==> config.mk <==
export PLATFORM = sky130hd
export DESIGN_NAME = ccc_apb_cfg_master_flat
export DESIGN_NICKNAME = d
export VERILOG_FILES = /design/src/rtl/ccc_apb_cfg_master_if.sv /design/src/rtl/ccc_apb_cfg_master.sv /design/src/flat_wrapper.sv
export SDC_FILE = /design/constraint.sdc
export NUM_CORES = 1
export LEC_CHECK = 0
export BUFFER_PORTS_ARGS = -buffer_cell sky130_fd_sc_hd__buf_2
export CORE_MARGIN = 2
export CORE_UTILIZATION = 25
export DETAILED_ROUTE_END_ITERATION = 8
export MAX_ROUTING_LAYER = met4
export SLEW_MARGIN = 20
export SYNTH_ARGS = -nofsm -noshare
export SYNTH_HDL_FRONTEND = slang
export SYNTH_SLANG_ARGS = --single-unit
==> constraint.sdc <==
create_clock -name PCLK -period 1.7 [get_ports PCLK]
set_input_delay 0.34 -clock PCLK [delete_from_list [all_inputs] [get_ports PCLK]]
set_output_delay 0.34 -clock PCLK [all_outputs]
set_load 0.005 [all_outputs]
==> src/rtl/ccc_apb_cfg_master_if.sv <==
// Signal bundle between a fabric controller, the CCC dynamic-configuration APB
// port and the ccc_apb_cfg_master initiator.
interface ccc_apb_cfg_master_if;
  // Command side: a command transfers on a rising edge where cmd_valid & cmd_ready.
  // cmd_valid may be raised at any time and is only looked at in IDLE.
  // rsp_valid is a single-cycle pulse with no back-pressure.
  logic       cmd_valid;
  logic       cmd_ready;
  logic       cmd_write;
  logic [5:0] cmd_addr;
  logic [7:0] cmd_wdata;
  logic       cmd_relock;
  logic       rsp_valid;
  logic [7:0] rsp_rdata;
  logic       rsp_err;
  logic       pll_locked;
  logic       PSEL;
  logic       PENABLE;
  logic       PWRITE;
  logic [5:0] PADDR;
  logic [7:0] PWDATA;
  logic [7:0] PRDATA;
  logic       BUSY;
  logic       LOCK;

  modport master (
    input  cmd_valid, cmd_write, cmd_addr, cmd_wdata, cmd_relock, PRDATA, BUSY, LOCK,
    output cmd_ready, rsp_valid, rsp_rdata, rsp_err, pll_locked,
           PSEL, PENABLE, PWRITE, PADDR, PWDATA
  );

  modport slave (
    output cmd_valid, cmd_write, cmd_addr, cmd_wdata, cmd_relock, PRDATA, BUSY, LOCK,
    input  cmd_ready, rsp_valid, rsp_rdata, rsp_err, pll_locked,
           PSEL, PENABLE, PWRITE, PADDR, PWDATA
  );
endinterface

==> src/rtl/ccc_apb_cfg_master.sv <==
// APB initiator for the CCC/PLL dynamic-configuration port: one command at a
// time, optional settle + re-lock wait with timeout after the access.
module ccc_apb_cfg_master #(
  parameter int LOCK_TIMEOUT  = 65535,
  parameter int SETTLE_CYCLES = 16,
  parameter int SYNC_STAGES   = 2
) (
  input  logic                        PCLK,
  input  logic                        PRESET,
  ccc_apb_cfg_master_if.master        cfg,
  output logic [2:0]                  o_dbg_state
);

  typedef enum logic [2:0] {
    S_IDLE      = 3'd0,
    S_SETUP     = 3'd1,
    S_ACCESS    = 3'd2,
    S_SETTLE    = 3'd3,
    S_WAIT_LOCK = 3'd4,
    S_RESP      = 3'd5
  } state_e;

  localparam int LT_W  = (LOCK_TIMEOUT > 1) ? $clog2(LOCK_TIMEOUT) : 1;
  localparam int ST_W  = (SETTLE_CYCLES > 1) ? $clog2(SETTLE_CYCLES) : 1;
  localparam int CNT_W = (LT_W > ST_W) ? LT_W : ST_W;
  localparam logic [CNT_W-1:0] SETTLE_LAST  = CNT_W'(SETTLE_CYCLES - 1);
  localparam logic [CNT_W-1:0] TIMEOUT_LAST = CNT_W'(LOCK_TIMEOUT - 1);

  state_e                 r_state, w_state_nxt;
  logic [CNT_W-1:0]       r_cnt, w_cnt_nxt;
  logic [SYNC_STAGES-1:0] r_busy_sync, r_lock_sync;
  logic                   w_busy_s, w_lock_s;
  logic                   w_accept;
  logic                   w_err_nxt;

  logic       r_cmd_ready;
  logic       r_rsp_valid;
  logic [7:0] r_rsp_rdata;
  logic       r_rsp_err;
  logic       r_psel;
  logic       r_penable;
  logic       r_pwrite;
  logic [5:0] r_paddr;
  logic [7:0] r_pwdata;
  logic       r_relock;

  assign w_busy_s = r_busy_sync[SYNC_STAGES-1];
  assign w_lock_s = r_lock_sync[SYNC_STAGES-1];

  always_ff @(posedge PCLK) begin
    if (PRESET) begin
      r_busy_sync <= '0;
      r_lock_sync <= '0;
    end else begin
      r_busy_sync <= {r_busy_sync[SYNC_STAGES-2:0], cfg.BUSY};
      r_lock_sync <= {r_lock_sync[SYNC_STAGES-2:0], cfg.LOCK};
    end
  end

  always_ff @(posedge PCLK) begin
    if (PRESET) begin
      r_state <= S_IDLE;
      r_cnt   <= '0;
    end else begin
      r_state <= w_state_nxt;
      r_cnt   <= w_cnt_nxt;
    end
  end

  always_comb begin
    w_state_nxt = r_state;
    w_cnt_nxt   = r_cnt;
    w_err_nxt   = r_rsp_err;
    w_accept    = 1'b0;
    case (r_state)
      S_IDLE: begin
        if (cfg.cmd_valid && r_cmd_ready) begin
          w_accept    = 1'b1;
          w_state_nxt = S_SETUP;
        end
      end
      S_SETUP: w_state_nxt = S_ACCESS;
      S_ACCESS: begin
        w_cnt_nxt = '0;
        if (r_relock) begin
          w_state_nxt = S_SETTLE;
        end else begin
          w_state_nxt = S_RESP;
          w_err_nxt   = 1'b0;
        end
      end
      S_SETTLE: begin
        if (r_cnt == SETTLE_LAST) begin
          w_state_nxt = S_WAIT_LOCK;
          w_cnt_nxt   = '0;
        end else begin
          w_cnt_nxt = r_cnt + CNT_W'(1);
        end
      end
      S_WAIT_LOCK: begin
        // Lock success is tested first so it wins over a same-cycle timeout.
        if (w_lock_s && !w_busy_s) begin
          w_state_nxt = S_RESP;
          w_err_nxt   = 1'b0;
        end else if (r_cnt == TIMEOUT_LAST) begin
          w_state_nxt = S_RESP;
          w_err_nxt   = 1'b1;
        end else begin
          w_cnt_nxt = r_cnt + CNT_W'(1);
        end
      end
      S_RESP:  w_state_nxt = S_IDLE;
      default: w_state_nxt = S_IDLE;
    endcase
  end

  // Outputs are registered from the next state, so they line up with the state they describe.
  always_ff @(posedge PCLK) begin
    if (PRESET) begin
      r_cmd_ready <= 1'b0;
      r_rsp_valid <= 1'b0;
      r_rsp_rdata <= '0;
      r_rsp_err   <= 1'b0;
      r_psel      <= 1'b0;
      r_penable   <= 1'b0;
      r_pwrite    <= 1'b0;
      r_paddr     <= '0;
      r_pwdata    <= '0;
      r_relock    <= 1'b0;
    end else begin
      r_cmd_ready <= (w_state_nxt == S_IDLE) && !w_busy_s;
      r_rsp_valid <= (w_state_nxt == S_RESP);
      r_psel      <= (w_state_nxt == S_SETUP) || (w_state_nxt == S_ACCESS);
      r_penable   <= (w_state_nxt == S_ACCESS);
      r_rsp_err   <= w_err_nxt;
      if (w_accept) begin
        r_pwrite <= cfg.cmd_write;
        r_paddr  <= cfg.cmd_addr;
        r_pwdata <= cfg.cmd_write ? cfg.cmd_wdata : 8'h00;
        r_relock <= cfg.cmd_relock;
      end
      if (r_state == S_ACCESS) begin
        r_rsp_rdata <= r_pwrite ? 8'h00 : cfg.PRDATA;
      end
    end
  end

  assign cfg.cmd_ready  = r_cmd_ready;
  assign cfg.rsp_valid  = r_rsp_valid;
  assign cfg.rsp_rdata  = r_rsp_rdata;
  assign cfg.rsp_err    = r_rsp_err;
  assign cfg.pll_locked = w_lock_s;
  assign cfg.PSEL       = r_psel;
  assign cfg.PENABLE    = r_penable;
  assign cfg.PWRITE     = r_pwrite;
  assign cfg.PADDR      = r_paddr;
  assign cfg.PWDATA     = r_pwdata;
  assign o_dbg_state    = r_state;

endmodule

==> src/flat_wrapper.sv <==
// flat-port wrapper written by rule: the top's interface ports become plain ports
module ccc_apb_cfg_master_flat 
#(
  parameter int LOCK_TIMEOUT  = 65535,
  parameter int SETTLE_CYCLES = 16,
  parameter int SYNC_STAGES   = 2
)
  (PCLK, PRESET, o_dbg_state, cfg_cmd_valid, cfg_cmd_write, cfg_cmd_addr, cfg_cmd_wdata, cfg_cmd_relock, cfg_PRDATA, cfg_BUSY, cfg_LOCK, cfg_cmd_ready, cfg_rsp_valid, cfg_rsp_rdata, cfg_rsp_err, cfg_pll_locked, cfg_PSEL, cfg_PENABLE, cfg_PWRITE, cfg_PADDR, cfg_PWDATA);
  ccc_apb_cfg_master_if cfg_i ();
  input  logic PCLK;
  input  logic PRESET;
  output logic [2:0] o_dbg_state;
  input wire logic [$bits(cfg_i.cmd_valid)-1:0] cfg_cmd_valid;
  input wire logic [$bits(cfg_i.cmd_write)-1:0] cfg_cmd_write;
  input wire logic [$bits(cfg_i.cmd_addr)-1:0] cfg_cmd_addr;
  input wire logic [$bits(cfg_i.cmd_wdata)-1:0] cfg_cmd_wdata;
  input wire logic [$bits(cfg_i.cmd_relock)-1:0] cfg_cmd_relock;
  input wire logic [$bits(cfg_i.PRDATA)-1:0] cfg_PRDATA;
  input wire logic [$bits(cfg_i.BUSY)-1:0] cfg_BUSY;
  input wire logic [$bits(cfg_i.LOCK)-1:0] cfg_LOCK;
  output wire logic [$bits(cfg_i.cmd_ready)-1:0] cfg_cmd_ready;
  output wire logic [$bits(cfg_i.rsp_valid)-1:0] cfg_rsp_valid;
  output wire logic [$bits(cfg_i.rsp_rdata)-1:0] cfg_rsp_rdata;
  output wire logic [$bits(cfg_i.rsp_err)-1:0] cfg_rsp_err;
  output wire logic [$bits(cfg_i.pll_locked)-1:0] cfg_pll_locked;
  output wire logic [$bits(cfg_i.PSEL)-1:0] cfg_PSEL;
  output wire logic [$bits(cfg_i.PENABLE)-1:0] cfg_PENABLE;
  output wire logic [$bits(cfg_i.PWRITE)-1:0] cfg_PWRITE;
  output wire logic [$bits(cfg_i.PADDR)-1:0] cfg_PADDR;
  output wire logic [$bits(cfg_i.PWDATA)-1:0] cfg_PWDATA;
  assign cfg_i.cmd_valid = cfg_cmd_valid;
  assign cfg_i.cmd_write = cfg_cmd_write;
  assign cfg_i.cmd_addr = cfg_cmd_addr;
  assign cfg_i.cmd_wdata = cfg_cmd_wdata;
  assign cfg_i.cmd_relock = cfg_cmd_relock;
  assign cfg_i.PRDATA = cfg_PRDATA;
  assign cfg_i.BUSY = cfg_BUSY;
  assign cfg_i.LOCK = cfg_LOCK;
  assign cfg_cmd_ready = cfg_i.cmd_ready;
  assign cfg_rsp_valid = cfg_i.rsp_valid;
  assign cfg_rsp_rdata = cfg_i.rsp_rdata;
  assign cfg_rsp_err = cfg_i.rsp_err;
  assign cfg_pll_locked = cfg_i.pll_locked;
  assign cfg_PSEL = cfg_i.PSEL;
  assign cfg_PENABLE = cfg_i.PENABLE;
  assign cfg_PWRITE = cfg_i.PWRITE;
  assign cfg_PADDR = cfg_i.PADDR;
  assign cfg_PWDATA = cfg_i.PWDATA;
  ccc_apb_cfg_master #(.LOCK_TIMEOUT(LOCK_TIMEOUT), .SETTLE_CYCLES(SETTLE_CYCLES), .SYNC_STAGES(SYNC_STAGES)) u_core (.PCLK(PCLK), .PRESET(PRESET), .cfg(cfg_i), .o_dbg_state(o_dbg_state));
endmodule
==> reports/results.ini, run 1 <==
[cts]
cts_sinks = 52
cts_buffers = 5
cts_tree = yes
clk_path_buf_depth = 2
clkLatencyLatePin_ns = 0.31
holdBufCountCts = 0
cts-root-buf = clkbuf_8
clk_pin_slew_ns = 0.10
htree_levels = 2

[placed_design]
gp_congestion = 0.868
port_buffers = 60
pre_cts_slack_ns = -0.0371
dp.final_hpwl_um = 4790

[final_layout]
seqCellArea_um2 = 1050
final_nets = 411
n_fill_cell = 936
area_growth_pct = 40.1
n_antenna_cell = 0
drive_gt1_share_pct = 39.6
multi_input_area_um2 = 1400

[sta]
hold_viol = 0
tightest_slew_ns = 0.322
rsz0062_at_grt = true
layout_min_cycle_time_ns = 1.70
skew_ns = 0.0128
min_period_over_period_pct = 100
finalMaxSlewViolations = 0
slew_headroom_pct = 78.4
setup_viol = 0
fin_tns_setup_ns = 0
fmax_mhz = 588
postLayoutSetupSlackWorst_ns = 0.000437

[drt]
ant_nets = 0
drt-initial-drc-count = 58
routed_via_density = 4.70
drt-wirelength-per-cell_um = 12.9
drt-total-wl_um = 6580
post-route-drc-count = 0
vias = 2399
drt-pass1-iter-count = 4

[critical_path]
rr_worst_depth = 7
timing.rr.start = u_core.r_cnt[0]
r2r_end = u_core.r_cnt[2]
critPathKind = reg -> reg
slowest_stage = dfxtp_2
crit_path_start = u_core.r_cnt[0]
max_stage_delay_ns = 0.35
cp_data_arrival_time_ns = 1.90
cp.required_ns = 1.90
ff2ff_setup_slack_ns = 0.0004
critPathMaxFanout = 6
end_kind = flop
cp-start-kind = flop
cp_top_family = simple AND/OR/NAND/NOR gates
cp_num_buf_inv = 1
worstPathCellList = inv_2, ha_4, nand3_2, or2_4, o21ai_4, a21oi_2, mux2_4

[synth]
syn_inst = 287
yosysWarnings = 0
yosysTopAreaCellShare_pct = 42.8
synth_seq_area_share_pct = 42.8
synth_area_leaders = dfxtp_1, a21oi_1, nand2_1
synth-main-ff-cell = dfxtp_1
yosys_register_bits = 52
synth-async-reset-ratio_pct = 0
synth_edf_count = 0
yosysTopAreaCell = dfxtp_1
synth.most_common_cell = dfxtp_1
synth_area_um2 = 2430
synthDistinctLibCells = 50
synth_common_cells = dfxtp_1, a21oi_1, nand2_1, nand3_1, nor2_1
synth_nets = 318
avgSynthCellArea_um2 = 8.47

[run]
maxCapViolations = 0

[floorplanning]
start_util_pct = 26.1
placementRows = 35
io_pins = 61
die_w_um = 103
core_um2 = 9330
die_h_um = 103
dieArea_um2 = 10500

[global_routing]
grt_pass1_vias = 2162
grt.overflow.total = 0
antenna_found_initial = 0
grt_util_all_layers_pct = 12.9
grt_pass1_wl_um = 10600
grt_max_degree = 20

[hold_path]
min_from = cfg_BUSY
min_to = u_core.r_busy_sync[0]
worstHoldPathCells = 2
min_path_type = in -> reg

[power]
leakagePower_nw = 1.33
peakVddDrop_mv = 0.393
powerDensity_nw_per_um2 = 741

[outcome]
status = finished clean

==> metrics by stage <==
step	std cells	power (mW)	instance area (um2)	hold WS (ns)	util [%]
2_1_floorplan	287	1.50	2450	0.392	-
3_3_place_gp	499	1.66	3140	0.417	33.7
3_5_place_dp	499	1.66	3140	0.423	33.7
4_1_cts	507	2.54	3280	0.236	35.2
5_1_grt	510	2.65	3410	0.237	36.5
6_report	510	2.53	3410	0.245	36.5
==> metal layers <==
| metal | part of all wire [%] | routed length, um | GRT usage, % | up-vias |
|---|---|---|---|---|
| li1 | - | - | - | 1200 |
| met1 | 47 | 3080 | 18.0 | 1143 |
| met2 | 48 | 3150 | 18.3 | 48 |
| met3 | 3.6 | 236 | 2.10 | 8 |
| met4 | 1.8 | 121 | 5.85 | 0 |
| met5 | 0 | 0 | - | - |
==> layout by cell type, fill, tap and decap left out, types with 7 or more instances in the layout <==
cell,instances
dfxtp_1,45
buf_4,42
buf_2,60
nand3_1,21
nand2_1,40
xnor2_1,7
a21oi_1,38
nor2_1,15
dfxtp_2,7
nand3b_1,9
==> flip-flops by register name (all words and copies together), names as in the netlist, 2 cells and up <==
name                  flops
u_core.cfg.PADDR          6
u_core.cfg.PWDATA         8
u_core.cfg.rsp_rdata      8
u_core.o_dbg_state        3
u_core.r_busy_sync        2
u_core.r_cnt             16
u_core.r_lock_sync        2
==> cell type report <==
class	count	area share, %
Multi-Input combinational cell	212	40.9
Clock buffer	6	2.13
Tap cell	129	4.74
Inverter	3	0.331
Clock inverter	2	1.14
Timing Repair Buffer	106	19.9
Sequential cell	52	30.8
==> power breakdown <==
part	leakage, nW	total (mW)	switching, mW	internal [mW]
clock network	0.0558	0.866	0.421	0.446
registers	0.425	1.30	0.0343	1.27
logic	0.850	0.358	0.184	0.174
total	1.33	2.53	0.639	1.89
==> cells by family after synthesis <==
family	count (synthesis)	synth area share, %
AND/OR/NAND/NOR	137	30.9
AO/OA/AOI/OAI	64	16.8
flip-flops	52	42.8
buffers and inverters	23	4.89
XOR/XNOR	7	2.52
multiplexers	2	1.03
adder cells (fa/ha/maj)	2	1.03
==> how the worst max path moves through the flow <==
stage	end	cells after the start	slack [ns]
after floorplan	u_core.r_cnt[6]	9	0.007
after global placement	u_core.r_cnt[7]	7	-0.01
after detailed placement	u_core.r_cnt[9]	7	-0.04
after CTS	u_core.r_cnt[13]	8	-0.01
after global routing	u_core.r_cnt[6]	8	-0.07
final	u_core.r_cnt[2]	7	0.0004
==> timing repair <==
item / 4_1_cts / 5_1_grt
setup buffers: 0 / 3
pin swaps: 3 / 9
resized for setup: 4 / 24
setup endpoints to repair: 17 / 18
(Power assumes the default switching activity.)
==> run 2, diff against run 1 <==
--- a/config.mk
+++ b/config.mk
@@ -5,6 +5,7 @@
 export SDC_FILE = /design/constraint.sdc
 export NUM_CORES = 1
 export LEC_CHECK = 0
+export ABC_AREA = 1
 export BUFFER_PORTS_ARGS = -buffer_cell sky130_fd_sc_hd__buf_2
 export CORE_MARGIN = 2
 export CORE_UTILIZATION = 25
==> run 2 against run 1 <==
  * Clock skew shrank 0.0037 ns
  * Wire length shrank 13%
  * Sequential share of layout area grew 4.5 points
==> reports/results.ini, run 2 <==
[synth]
synthDistinctLibCells = 26
yosysTopAreaCell = dfxtp_1
yosysTopAreaCellShare_pct = 45.4
synth_edf_count = 0
synth_seq_area_share_pct = 45.4
synth_area_um2 = 2290
synth_common_cells = nand2_1, nor2_1, dfxtp_1, a21oi_1, nand3_1
synth_nets = 365
synth-async-reset-ratio_pct = 0
synth-main-ff-cell = dfxtp_1
yosys_register_bits = 52
synth.most_common_cell = nand2_1
synth_area_leaders = dfxtp_1, nand2_1, nor2_1
syn_inst = 334
avgSynthCellArea_um2 = 6.86
yosysWarnings = 0

[final_layout]
largest_register_ffs = 16
n_fill_cell = 922
n_antenna_cell = 0
area_growth_pct = 29.0
final_cell_mix = nand2_1, buf_2, nor2_1, dfxtp_1, a21oi_1
final_core_util_pct = 33.6
final_nets = 438
regMostFlops = u_core.r_cnt
drive_gt1_share_pct = 24.3
layout_commonest_cell = nand2_1

[sta]
min_period_over_period_pct = 92.6
fmax_mhz = 636
hold_viol = 0
finalMaxSlewViolations = 0
tightest_slew_ns = 0.295
layout_min_cycle_time_ns = 1.57
skew_ns = 0.00912
setup_viol = 0
holdWs_ns = 0.236
slew_headroom_pct = 80.1

[cts]
cts-root-buf = clkbuf_8
cts_tree = yes
clkLatencyLatePin_ns = 0.30
clk_pin_slew_ns = 0.10
holdBufCountCts = 0
cts_buffers = 5
clk_path_buf_depth = 2
cts_sinks = 52
htree_levels = 2

[power]
internal-power_mw = 2.01
switching_share_pct = 26.6
power.share.clock_pct = 33.8
leakagePower_nw = 1.34
peakVddDrop_mv = 0.570
p_switching_uw = 729
powerDensity_nw_per_um2 = 927
combPwrFrac_pct = 17.0
p_seq_share_pct = 49.2

[critical_path]
ff2ff_setup_slack_ns = 0.13
cp-start-kind = flop
slowest_stage = dfxtp_1
worstPathCellList = nand2_1, nor2_1, nand2_1, o21ai_4, nand2_4, inv_2, nand2_1, a21oi_1
max_stage_delay_ns = 0.39
cp_data_arrival_time_ns = 1.81
cp_num_buf_inv = 1
critPathMaxFanout = 14
cp_top_family = simple AND/OR/NAND/NOR gates
cp.required_ns = 1.94
critPathKind = reg -> reg
crit_top_cell = nand2_1
end_kind = flop

[floorplanning]
core_um2 = 8810
die_w_um = 99.7
io_pins = 61
placementRows = 34
dieArea_um2 = 9950
start_util_pct = 26.0
die_h_um = 99.7

[drt]
post-route-drc-count = 0
drt-wirelength-per-cell_um = 11.1
drt-pass1-iter-count = 4
ant_nets = 0
routed_via_density = 4.48
drt-total-wl_um = 5740
vias = 2311
drt-initial-drc-count = 142

[run]
maxCapViolations = 0

[global_routing]
grt_max_degree = 20
grt.overflow.total = 0
antenna_found_initial = 0
grt_pass1_wl_um = 9750
grt_pass1_vias = 2250
grt_util_all_layers_pct = 12.2

[outcome]
status = finished clean

[placed_design]
dp.final_hpwl_um = 4210
gp_congestion = 0.845
port_buffers = 60

[hold_path]
min_path_type = in -> reg

-- run 2: cell count changes after synthesis, sizes merged, moves of 5 or more --
cell | before | now
nand3b | 9 | 2
nor4 | 6 | 0
xnor2 | 7 | 0
a21oi | 41 | 32
nand3 | 22 | 30
nand2 | 41 | 92
clkbuf | 14 | 5
inv | 3 | 30
nor2 | 15 | 61
nor2b | 5 | 0
nand2b | 6 | 0
o21ai | 7 | 13
-- run 2: repair_timing --
action                     CTS  global route
cloned                       1             0
pin swaps                    1             2
setup endpoints to repair    3            16
buffers inserted             0             1
resized for setup            1            10
-- run 2: tightest hold or removal path: stages --
cell and delay [ns]:
buf_2 0.07, inv_1 0.03, nor2_1 0.06
-- run 2: logic make-up after synthesis --
| logic type | Yosys count | share of synthesized area, % |
|---|---|---|
| and+or+nand+nor | 192 | 35.1 |
| DFF | 52 | 45.4 |
| AOI/OAI and AO/OA | 48 | 10.9 |
| buffers and inverters | 39 | 7.10 |
| adders and majority gates | 2 | 1.09 |
| xor gates and xnor gates | 1 | 0.382 |
-- run 2: worst paths after layout --
path         cells after the start                     to                  start
min reg2reg                      2  u_core.r_busy_sync[1]  u_core.r_busy_sync[0]
max reg2reg                      8        u_core.r_cnt[3]        u_core.r_cnt[6]
min                              3  u_core.r_lock_sync[0]               cfg_LOCK
max                              8        u_core.r_cnt[3]        u_core.r_cnt[6]
-- run 2: area by class of cell --
type	instances	area (um2)	share of cell area, %
tap	108	135	4.57
clock inverter	1	30.0	1.02
clock buffer	7	96.3	3.26
multi-input combinational	244	1120	38.0
inverter	31	116	3.94
sequential	52	1040	35.4
timing repair buffer	73	410	13.9
-- run 2: power by group through the flow --
| stage | combinational, mW | clock [mW] | sequential (mW) |
|---|---|---|---|
| 2_1_floorplan | 0.259 | 0 | 1.38 |
| 3_3_place_gp | 0.438 | 0 | 1.37 |
| 3_5_place_dp | 0.444 | 0 | 1.38 |
| 4_1_cts | 0.455 | 0.956 | 1.35 |
| 5_1_grt | 0.527 | 1.01 | 1.36 |
| 6_report | 0.466 | 0.925 | 1.35 |
-- run 2: layer usage --
metal  routed length (um)  GRT usage (%)
met3                  273           2.74
met4                   85           3.79
met2                 2680           20.2
met5                    0              -
met1                 2710           14.9
-- run 2: stage by stage --
stage	area (um2)	TNS, ns	std cells	power (mW)	setup slack [ns]
after floorplan	2290	0	334	1.64	0.246
final	2960	0	516	2.74	0.127
after detailed placement	2770	0	506	1.82	0.0206
after global placement	2770	0	506	1.81	0.0626
after global routing	2960	-0.0347	516	2.89	-0.0139
after CTS	2910	0	515	2.76	0.00900
==> run 3, diff against run 2 <==
--- a/config.mk
+++ b/config.mk
@@ -7,7 +7,7 @@
 export LEC_CHECK = 0
 export ABC_AREA = 1
 export BUFFER_PORTS_ARGS = -buffer_cell sky130_fd_sc_hd__buf_2
-export CORE_MARGIN = 2
+export CORE_MARGIN = 4
 export CORE_UTILIZATION = 25
 export DETAILED_ROUTE_END_ITERATION = 8
 export MAX_ROUTING_LAYER = met4
==> run 3 against run 2 <==
  * Final cell count is the same
  * Highest routed layer unchanged
  * Clock power grew 5.9%
  * Clock-buffer cell count shrank 2
  * Worst hold slack gained 0.0029 ns
  * Largest cell class unchanged
  * Clock skew shrank 0.0026 ns
==> reports/results.ini, run 3 (synthesis results as in run 2) <==
[outcome]
status = finished clean

[critical_path]
critPathKind = reg -> reg
critPathMaxFanout = 14
crit_top_cell = nand2_1
cp_top_family = simple AND/OR/NAND/NOR gates
timing.rr.start = u_core.r_cnt[3]
end_kind = flop
max_stage_delay_ns = 0.43
cp-start-kind = flop
cp.required_ns = 1.89
crit_path_start = u_core.r_cnt[3]
cp_data_arrival_time_ns = 1.79
worstPathCellList = nand2_1, nor2_1, nand2_1, o21ai_4, buf_4, nand2_8, o21ai_0, a21oi_1
cp_num_buf_inv = 1
slowest_stage = dfxtp_1

[global_routing]
gr-usage-met3_pct = 3.17
met2_usage_pct = 17.1
grt_pass1_vias = 2208
grt_util_all_layers_pct = 10.6
grt.overflow.total = 0
use_met1_pct = 12.7
grt_max_degree = 29
grt_pass1_wl_um = 9440
grt_most_used_layer = met2
antenna_found_initial = 0

[floorplanning]
die_h_um = 104
placementRows = 34
start_util_pct = 26.0
io_pins = 61
die_w_um = 104
dieArea_um2 = 10800
core_um2 = 8810

[cts]
cts_buffers = 5
clkLatencyLatePin_ns = 0.30
clk_path_buf_depth = 2
cts_tree = yes
clk_pin_slew_ns = 0.09
cts-root-buf = clkbuf_8
htree_levels = 2
cts_sinks = 52

[sta]
min_period_over_period_pct = 93.8
tightest_slew_ns = 0.304
skew_ns = 0.00652
holdWs_ns = 0.239
setup_viol = 0
slew_headroom_pct = 79.5
fin_tns_setup_ns = 0
layout_min_cycle_time_ns = 1.59
hold_viol = 0
fmax_mhz = 627
postLayoutSetupSlackWorst_ns = 0.106
finalMaxSlewViolations = 0

[drt]
routed_via_density = 4.45
drt-initial-drc-count = 100
ant_nets = 0
vias = 2295
post-route-drc-count = 0
drt-wirelength-per-cell_um = 11.2
drt-pass1-iter-count = 4
drt-total-wl_um = 5790

[hold_path]
min_path_type = in -> reg
min_from = cfg_BUSY

[placed_design]
gp_congestion = 0.849
port_buffers = 60
dpl.cell_count = 507
pre_cts_slack_ns = 0.0544
dp.final_hpwl_um = 4320

[final_layout]
largest_register_ffs = 16
area_growth_pct = 29.4
regMostFlops = u_core.r_cnt
final_nets = 439
stdcell_count = 516
final_cell_mix = nand2_1, buf_2, nor2_1, dfxtp_1, a21oi_1
final_core_util_pct = 33.7
n_antenna_cell = 0
layout_commonest_cell = nand2_1
drive_gt1_share_pct = 25.2

[run]
maxCapViolations = 0

[power]
powerDensity_nw_per_um2 = 942
leakagePower_nw = 1.34
peakVddDrop_mv = 0.463

-- run 3: path summary, 6_finish.rpt --
check                                        endpoint  slack [ns]  cells past startpoint
worst min-delay path            u_core.r_busy_sync[0]        0.24                      3
worst max register to register       u_core.r_cnt[15]        0.11                      8
worst max-delay path                 u_core.r_cnt[15]        0.11                      8
worst min register to register  u_core.r_busy_sync[1]        0.41                      2
-- run 3: final cells by class --
type / instances / area, um2
multi-input cells: 244 / 1130
repair buffers: 74 / 405
clock buffers: 5 / 68.8
fillers: 951 / 5840
flip-flops and latches: 52 / 1050
well taps: 108 / 135
inverters: 31 / 116
clock inverters: 2 / 60.1
-- run 3: report_power, final --
part           total, mW  switching [mW]  leakage, nW  internal, mW
logic              0.456           0.269        0.847         0.187
clock network      0.980           0.400       0.0642         0.580
registers           1.36          0.0535        0.424          1.30
-- run 3: per-stage QoR --
stage / power (mW) / instance area, um2
CTS: 2.81 / 2910
finish: 2.79 / 2960
global placement: 1.81 / 2780
global route: 2.94 / 2960
detailed placement: 1.82 / 2780
floorplan: 1.64 / 2290
-- run 3: what timing repair did --
| item | 4_1_cts | 5_1_grt |
|---|---|---|
| setup buffers | 0 | 1 |
| hold buffers | 0 | 0 |
| endpoints found under the setup margin | 0 | 17 |
| endpoints found under the hold margin | 0 | 0 |
| resized for setup | 0 | 15 |
-- run 3: tightest hold or removal path: stages --
cell	delay [ns]
buf_2	0.09
inv_1	0.04
nor2_1	0.03
-- run 3: layer usage --
| metal | wire, um | share of wire (%) |
|---|---|---|
| met4 | 29 | 0.50 |
| met1 | 2740 | 47 |
| met2 | 2640 | 46 |
| met3 | 386 | 6.7 |
| met5 | 0 | 0 |
